File: src/rtl/sparse_pe_core.sv
// sparse_pe_core: sparse activation x weight MAC into saturating
// per-channel accumulators, then a post-processed result stream.
module sparse_pe_core #(
    parameter int DATA_W   = 8,
    parameter int IDX_W    = 6,
    parameter int IA_DEPTH = 16,
    parameter int W_DEPTH  = 32,
    parameter int K_OUT    = 4,
    parameter int ACC_W    = 20,
    parameter int OUT_W    = 8
) (
    input  logic                                  i_clk,
    input  logic                                  i_rst_n,
    input  logic                                  i_start,
    input  logic [$clog2(IA_DEPTH):0]             i_ia_len,
    input  logic [IA_DEPTH*DATA_W-1:0]            i_ia_data,
    input  logic [IA_DEPTH*IDX_W-1:0]             i_ia_c_idx,
    input  logic [$clog2(W_DEPTH):0]              i_w_len,
    input  logic [W_DEPTH*DATA_W-1:0]             i_w_data,
    input  logic [W_DEPTH*IDX_W-1:0]              i_w_c_idx,
    input  logic [W_DEPTH*($clog2(K_OUT)+1)-1:0]  i_w_k_idx,
    input  logic [4:0]                            i_shift,
    input  logic                                  i_relu,
    input  logic                                  i_out_ready,
    output logic                                  o_busy,
    output logic                                  o_out_valid,
    output logic [$clog2(K_OUT)-1:0]              o_out_k,
    output logic [OUT_W-1:0]                      o_out_data,
    output logic                                  o_done
);

    localparam int IA_AW = $clog2(IA_DEPTH);
    localparam int W_AW  = $clog2(W_DEPTH);
    localparam int IA_LW = IA_AW + 1;
    localparam int W_LW  = W_AW + 1;
    localparam int K_W   = $clog2(K_OUT);
    localparam int KI_W  = K_W + 1;
    localparam int P_W   = 2 * DATA_W;

    localparam logic signed [ACC_W:0] SUM_MAX =
        {2'b00, {(ACC_W-1){1'b1}}};
    localparam logic signed [ACC_W:0] SUM_MIN =
        {2'b11, {(ACC_W-1){1'b0}}};
    localparam logic signed [ACC_W-1:0] OMAX =
        {{(ACC_W-OUT_W+1){1'b0}}, {(OUT_W-1){1'b1}}};
    localparam logic signed [ACC_W-1:0] OMIN =
        {{(ACC_W-OUT_W+1){1'b1}}, {(OUT_W-1){1'b0}}};

    typedef enum logic [1:0] {IDLE, CALC, DRAIN, DONE} state_t;

    state_t state;

    logic signed [DATA_W-1:0] ia_val [IA_DEPTH];
    logic        [IDX_W-1:0]  ia_c   [IA_DEPTH];
    logic signed [DATA_W-1:0] w_val  [W_DEPTH];
    logic        [IDX_W-1:0]  w_c    [W_DEPTH];
    logic        [KI_W-1:0]   w_k    [W_DEPTH];
    logic signed [ACC_W-1:0]  acc    [K_OUT];

    logic [IA_LW-1:0] ia_len;
    logic [W_LW-1:0]  w_len;
    logic [IA_AW-1:0] i_cnt;
    logic [W_AW-1:0]  j_cnt;
    logic [K_W-1:0]   out_k;
    logic [4:0]       shift_q;
    logic             relu_q;

    logic [IA_LW-1:0] ia_len_c;
    logic [W_LW-1:0]  w_len_c;

    always_comb begin
        ia_len_c = i_ia_len;
        w_len_c  = i_w_len;
        if (i_ia_len > IA_LW'(IA_DEPTH))
            ia_len_c = IA_LW'(IA_DEPTH);
        if (i_w_len > W_LW'(W_DEPTH))
            w_len_c = W_LW'(W_DEPTH);
    end

    logic signed [P_W-1:0]   prod;
    logic        [KI_W-1:0]  k_sel;
    logic                    hit;
    logic signed [ACC_W:0]   sum;
    logic signed [ACC_W-1:0] acc_next;

    assign prod  = ia_val[i_cnt] * w_val[j_cnt];
    assign k_sel = w_k[j_cnt];
    assign hit   = (ia_c[i_cnt] == w_c[j_cnt]) &&
                   (k_sel < KI_W'(K_OUT));

    always_comb begin
        sum = (ACC_W+1)'(acc[k_sel[K_W-1:0]]) + (ACC_W+1)'(prod);
        acc_next = sum[ACC_W-1:0];
        if (sum > SUM_MAX)
            acc_next = SUM_MAX[ACC_W-1:0];
        else if (sum < SUM_MIN)
            acc_next = SUM_MIN[ACC_W-1:0];
    end

    logic signed [ACC_W-1:0] shifted;
    logic signed [ACC_W-1:0] post;

    assign shifted = acc[out_k] >>> shift_q;

    always_comb begin
        post = shifted;
        if (relu_q && shifted[ACC_W-1])
            post = '0;
        if (!o_out_valid)
            o_out_data = '0;
        else if (post > OMAX)
            o_out_data = {1'b0, {(OUT_W-1){1'b1}}};
        else if (post < OMIN)
            o_out_data = {1'b1, {(OUT_W-1){1'b0}}};
        else
            o_out_data = post[OUT_W-1:0];
    end

    assign o_out_k = out_k;

    always_ff @(posedge i_clk or negedge i_rst_n) begin
        if (!i_rst_n) begin
            state       <= IDLE;
            ia_len      <= '0;
            w_len       <= '0;
            i_cnt       <= '0;
            j_cnt       <= '0;
            out_k       <= '0;
            shift_q     <= '0;
            relu_q      <= 1'b0;
            o_busy      <= 1'b0;
            o_out_valid <= 1'b0;
            o_done      <= 1'b0;
            for (int n = 0; n < IA_DEPTH; n++) begin
                ia_val[n] <= '0;
                ia_c[n]   <= '0;
            end
            for (int n = 0; n < W_DEPTH; n++) begin
                w_val[n] <= '0;
                w_c[n]   <= '0;
                w_k[n]   <= '0;
            end
            for (int n = 0; n < K_OUT; n++)
                acc[n] <= '0;
        end else begin
            unique case (state)
                IDLE: begin
                    if (i_start) begin
                        for (int n = 0; n < IA_DEPTH; n++) begin
                            ia_val[n] <= i_ia_data[n*DATA_W +: DATA_W];
                            ia_c[n]   <= i_ia_c_idx[n*IDX_W +: IDX_W];
                        end
                        for (int n = 0; n < W_DEPTH; n++) begin
                            w_val[n] <= i_w_data[n*DATA_W +: DATA_W];
                            w_c[n]   <= i_w_c_idx[n*IDX_W +: IDX_W];
                            w_k[n]   <= i_w_k_idx[n*KI_W +: KI_W];
                        end
                        for (int n = 0; n < K_OUT; n++)
                            acc[n] <= '0;
                        ia_len  <= ia_len_c;
                        w_len   <= w_len_c;
                        shift_q <= i_shift;
                        relu_q  <= i_relu;
                        i_cnt   <= '0;
                        j_cnt   <= '0;
                        out_k   <= '0;
                        o_busy  <= 1'b1;
                        if (ia_len_c != '0 && w_len_c != '0) begin
                            state <= CALC;
                        end else begin
                            state       <= DRAIN;
                            o_out_valid <= 1'b1;
                        end
                    end
                end
                CALC: begin
                    if (hit)
                        acc[k_sel[K_W-1:0]] <= acc_next;
                    if ({1'b0, j_cnt} == w_len - W_LW'(1)) begin
                        j_cnt <= '0;
                        if ({1'b0, i_cnt} == ia_len - IA_LW'(1)) begin
                            i_cnt       <= '0;
                            state       <= DRAIN;
                            o_out_valid <= 1'b1;
                        end else begin
                            i_cnt <= i_cnt + 1'b1;
                        end
                    end else begin
                        j_cnt <= j_cnt + 1'b1;
                    end
                end
                DRAIN: begin
                    if (i_out_ready) begin
                        if (out_k == K_W'(K_OUT - 1)) begin
                            out_k       <= '0;
                            o_out_valid <= 1'b0;
                            o_done      <= 1'b1;
                            state       <= DONE;
                        end else begin
                            out_k <= out_k + 1'b1;
                        end
                    end
                end
                DONE: begin
                    o_done <= 1'b0;
                    o_busy <= 1'b0;
                    state  <= IDLE;
                end
                default: state <= IDLE;
            endcase
        end
    end

endmodule

File: config.mk
export PLATFORM = sky130hd
export DESIGN_NAME = sparse_pe_core
export DESIGN_NICKNAME = d
export VERILOG_FILES = /design/src/rtl/sparse_pe_core.sv
export SDC_FILE = /design/constraint.sdc
export NUM_CORES = 2
export LEC_CHECK = 0
export ABC_AREA = 1
export BUFFER_PORTS_ARGS = -buffer_cell sky130_fd_sc_hd__buf_2
export CAP_MARGIN = 20
export CORE_MARGIN = 3
export CORE_UTILIZATION = 25
export CTS_BUF_LIST = sky130_fd_sc_hd__clkbuf_8
export CTS_CLUSTER_SIZE = 10
export DETAILED_ROUTE_END_ITERATION = 8
export GPL_TIMING_DRIVEN = 0
export PLACE_DENSITY = 0.53
export SETUP_SLACK_MARGIN = 0.3
export SYNTH_ARGS = -nofsm -noshare
export SYNTH_HDL_FRONTEND = slang
export SYNTH_SLANG_ARGS = --single-unit
export TNS_END_PERCENT = 50
File: constraint.sdc
create_clock -name i_clk -period 9.8 [get_ports i_clk]
set_input_delay 1.96 -clock i_clk [delete_from_list [all_inputs] [get_ports i_clk]]
set_output_delay 1.96 -clock i_clk [all_outputs]
set_load 0.1 [all_outputs]
==> results.md <==
* Status: finished clean
* Final worst path period share at 91.97%
* Most frequent cell after synthesis: nand2_1
* Max-cap violations at 0
* Via density per instance at 4.821
* Cell family with most CP delay: adder cells
* FP Rows at 158
* Finished Core Util at 31.34%
* Antenna Nets Post-Route at 0
* Core Area at 186000 um2
* Ys flop type: dfrtp_1
* WP buf/inv at 8
* Fill cell count at 20350
* H-Tree Level Count at 4
* PortBufs at 801
* GRT Util Overall at 23.49%
* Count of cell types in the netlist at 45
* Worst rel slew slack at 27.51%
* WL final at 233100 um
* Crit Path Category: reg2reg
* Mapped Nets at 7220
* Peak Freq at 0.1110 GHz
* RSZ-0062 raised after global routing: false
* Critical Path Sink Type: flip-flop
* Gpl congestion at 0.9522
* Synth Area per Inst at 7.475 um2
* Drt wl/cell at 23.44 um
* Pins Over Slew Limit at 0
* Clk Latency, worst-skew pair at 940 ps
* Sink Count at 881
* Synthesis-to-layout area growth at 24.17%
* Dpl hpwl at 184900 um
* Final Hold Vio Count at 0
* Register-to-Register Path Depth at 32
* CTS tree: built
* Post-synth top area share at 46.96%
* Final setup fails at 0
* Vias at 47930
* Vias in the first global route at 47720
* Final Critical Period at 9013 ps
* Crit path depth at 32
* Grt total ovfl at 0
* Worst Hold Path Cells at 2
* Setup Buffers After CTS at 0
* #FFs+latches synth at 881
* Crit Path Max Fanout at 10
* Asr flop ratio synth at 100.0%
* Synth top cells by count: nand2_1, dfrtp_1, nor2_1
* Most common cell on crit path: nand2_1
* Final WS setup at 787.2 ps
* Final nets at 8209
* Flop2flop setup slack at 790 ps
* Number of flops mapped to enable cells by yosys at 0
* Initial Util at 25.24%
* Die area at 193000 um2
* Cts bufs inserted at 163
* Synthesized instance count at 6281
* Maximum clock insertion buffer count at 3
* CP peak stage delay at 640 ps
* First-pass GRT wire length at 329300 um
* Req. time, crit path at 10600 ps
* Initial DRC Count at 4658
* Pin count of the biggest net entering global routing at 113
* Remaining DRCs at 0
* Register area share after synthesis at 46.96%
* Startpoint Class: flip-flop
* Worst-path clk slew at 60 ps
* Slowest CP cell: clkbuf_1
* Initial antenna violation count at 41
* Die Ht at 439.4 um
* Share of layout cells above drive strength 1 at 17.05%
* Yosys top cell by area: dfrtp_1
* IO Count at 802
* Final Skew at 55.03 ps
* Cell area after synthesis at 46950 um2
* Ys Warns at 0
* Root Driver: clkbuf_8
* Die Width at 439.4 um
* Hold WC Path Type: reg2reg
* Post-Place Setup Slack at -275.6 ps
* Post-cts sizing count at 12
* Worst Max-Slew Pin Slew at 1087 ps
* Detailed Routing Iterations Pass 1 at 6
* Synth area leaders: dfrtp_1, nand2_1, o21ai_0, fa_1, nor2_1
* Hold-fix buffers, CTS at 0
* Worst endpoint data arrival time at 9810 ps
placed cells by master, fill, tap and decap left out, drive strengths merged, types with 13 or more instances in the layout:
cell	n
a21oi	141
buf	962
clkbuf	485
clkinv	25
dfrtp	881
diode	71
fa	92
ha	58
inv	313
nand2	2894
nand3	281
nand4	99
nor2	439
o211ai	67
o21ai	449
o221ai	42
o22ai	71
xnor2	13
xor2	20
per-stage QoR:
stage | instance area, um2 | setup TNS, ps | hold slack (ps) | std cells
6_report | 58290 | 0 | 472.1 | 9942
5_1_grt | 58260 | 0 | 489.6 | 9928
4_1_cts | 58060 | 0 | 473.6 | 9870
3_5_place_dp | 54560 | -5172 | 459.5 | 9584
3_3_place_gp | 54060 | - | 455.2 | 9562
2_1_floorplan | 46950 | 0 | 441.4 | 6281
cell type report:
cell class / count / area [um2] / share of cell area, %
diodes: 71 / 177.7 / 0.3048
plain buffers: 406 / 1871 / 3.209
clock buffers: 217 / 2987 / 5.123
clock inverters: 69 / 489.2 / 0.8392
inverters: 281 / 1057 / 1.814
multi-input cells: 4713 / 22050 / 37.82
flip-flops and latches: 881 / 22050 / 37.82
well taps: 2480 / 3103 / 5.323
repair buffers: 824 / 4516 / 7.746
state kept, by name (all words and copies together), names as in the netlist, 2 cells and up:
register  count
acc          80
ia_c         96
ia_val      128
i_cnt         4
w_len         6
w_val       256
state         2
shift_q       5
w_k          96
ia_len        5
w_c         192
o_out_k       2
j_cnt         5
layer usage:
metal  wire (um)  global-route usage, %  vias to the layer above
li1            -                      -                    22080
met1       94240                  29.47                    23390
met2      111500                  39.09                     2012
met3       14690                  3.512                      441
met4       12570                  12.08                        4
met5          27                      0                        -
cells by family after synthesis:
logic type | after synthesis | share of synthesized area (%)
simple gates | 3730 | 31.23
flops | 881 | 46.96
compound gates | 800 | 9.610
buf+inv | 687 | 6.119
fa+ha+maj | 150 | 5.469
xor+xnor | 33 | 0.6156
path summary, 6_finish.rpt:
path,startpoint,to
max in group asynchronous,i_rst_n,w_c[115]
min,w_k[18],w_k[18]
min reg2reg,w_k[18],w_k[18]
min in group asynchronous,i_rst_n,ia_val[109]
max reg2reg,i_cnt[0],acc[58]
max,i_cnt[0],acc[58]
worst register-to-register path, delay by kind of cell (launching register included):
| family | cells | cell delay, ps |
|---|---|---|
| adder cells (fa/ha/maj) | 6 | 2890 |
| buffers and inverters | 8 | 2510 |
| AND/OR/NAND/NOR | 13 | 1960 |
| flip-flops | 1 | 370 |
| AO/OA/AOI/OAI | 5 | 1150 |
Power is left out: the tool's default activity adds up to more than one toggle a clock period on the data nets, which glitch-free logic cannot reach.
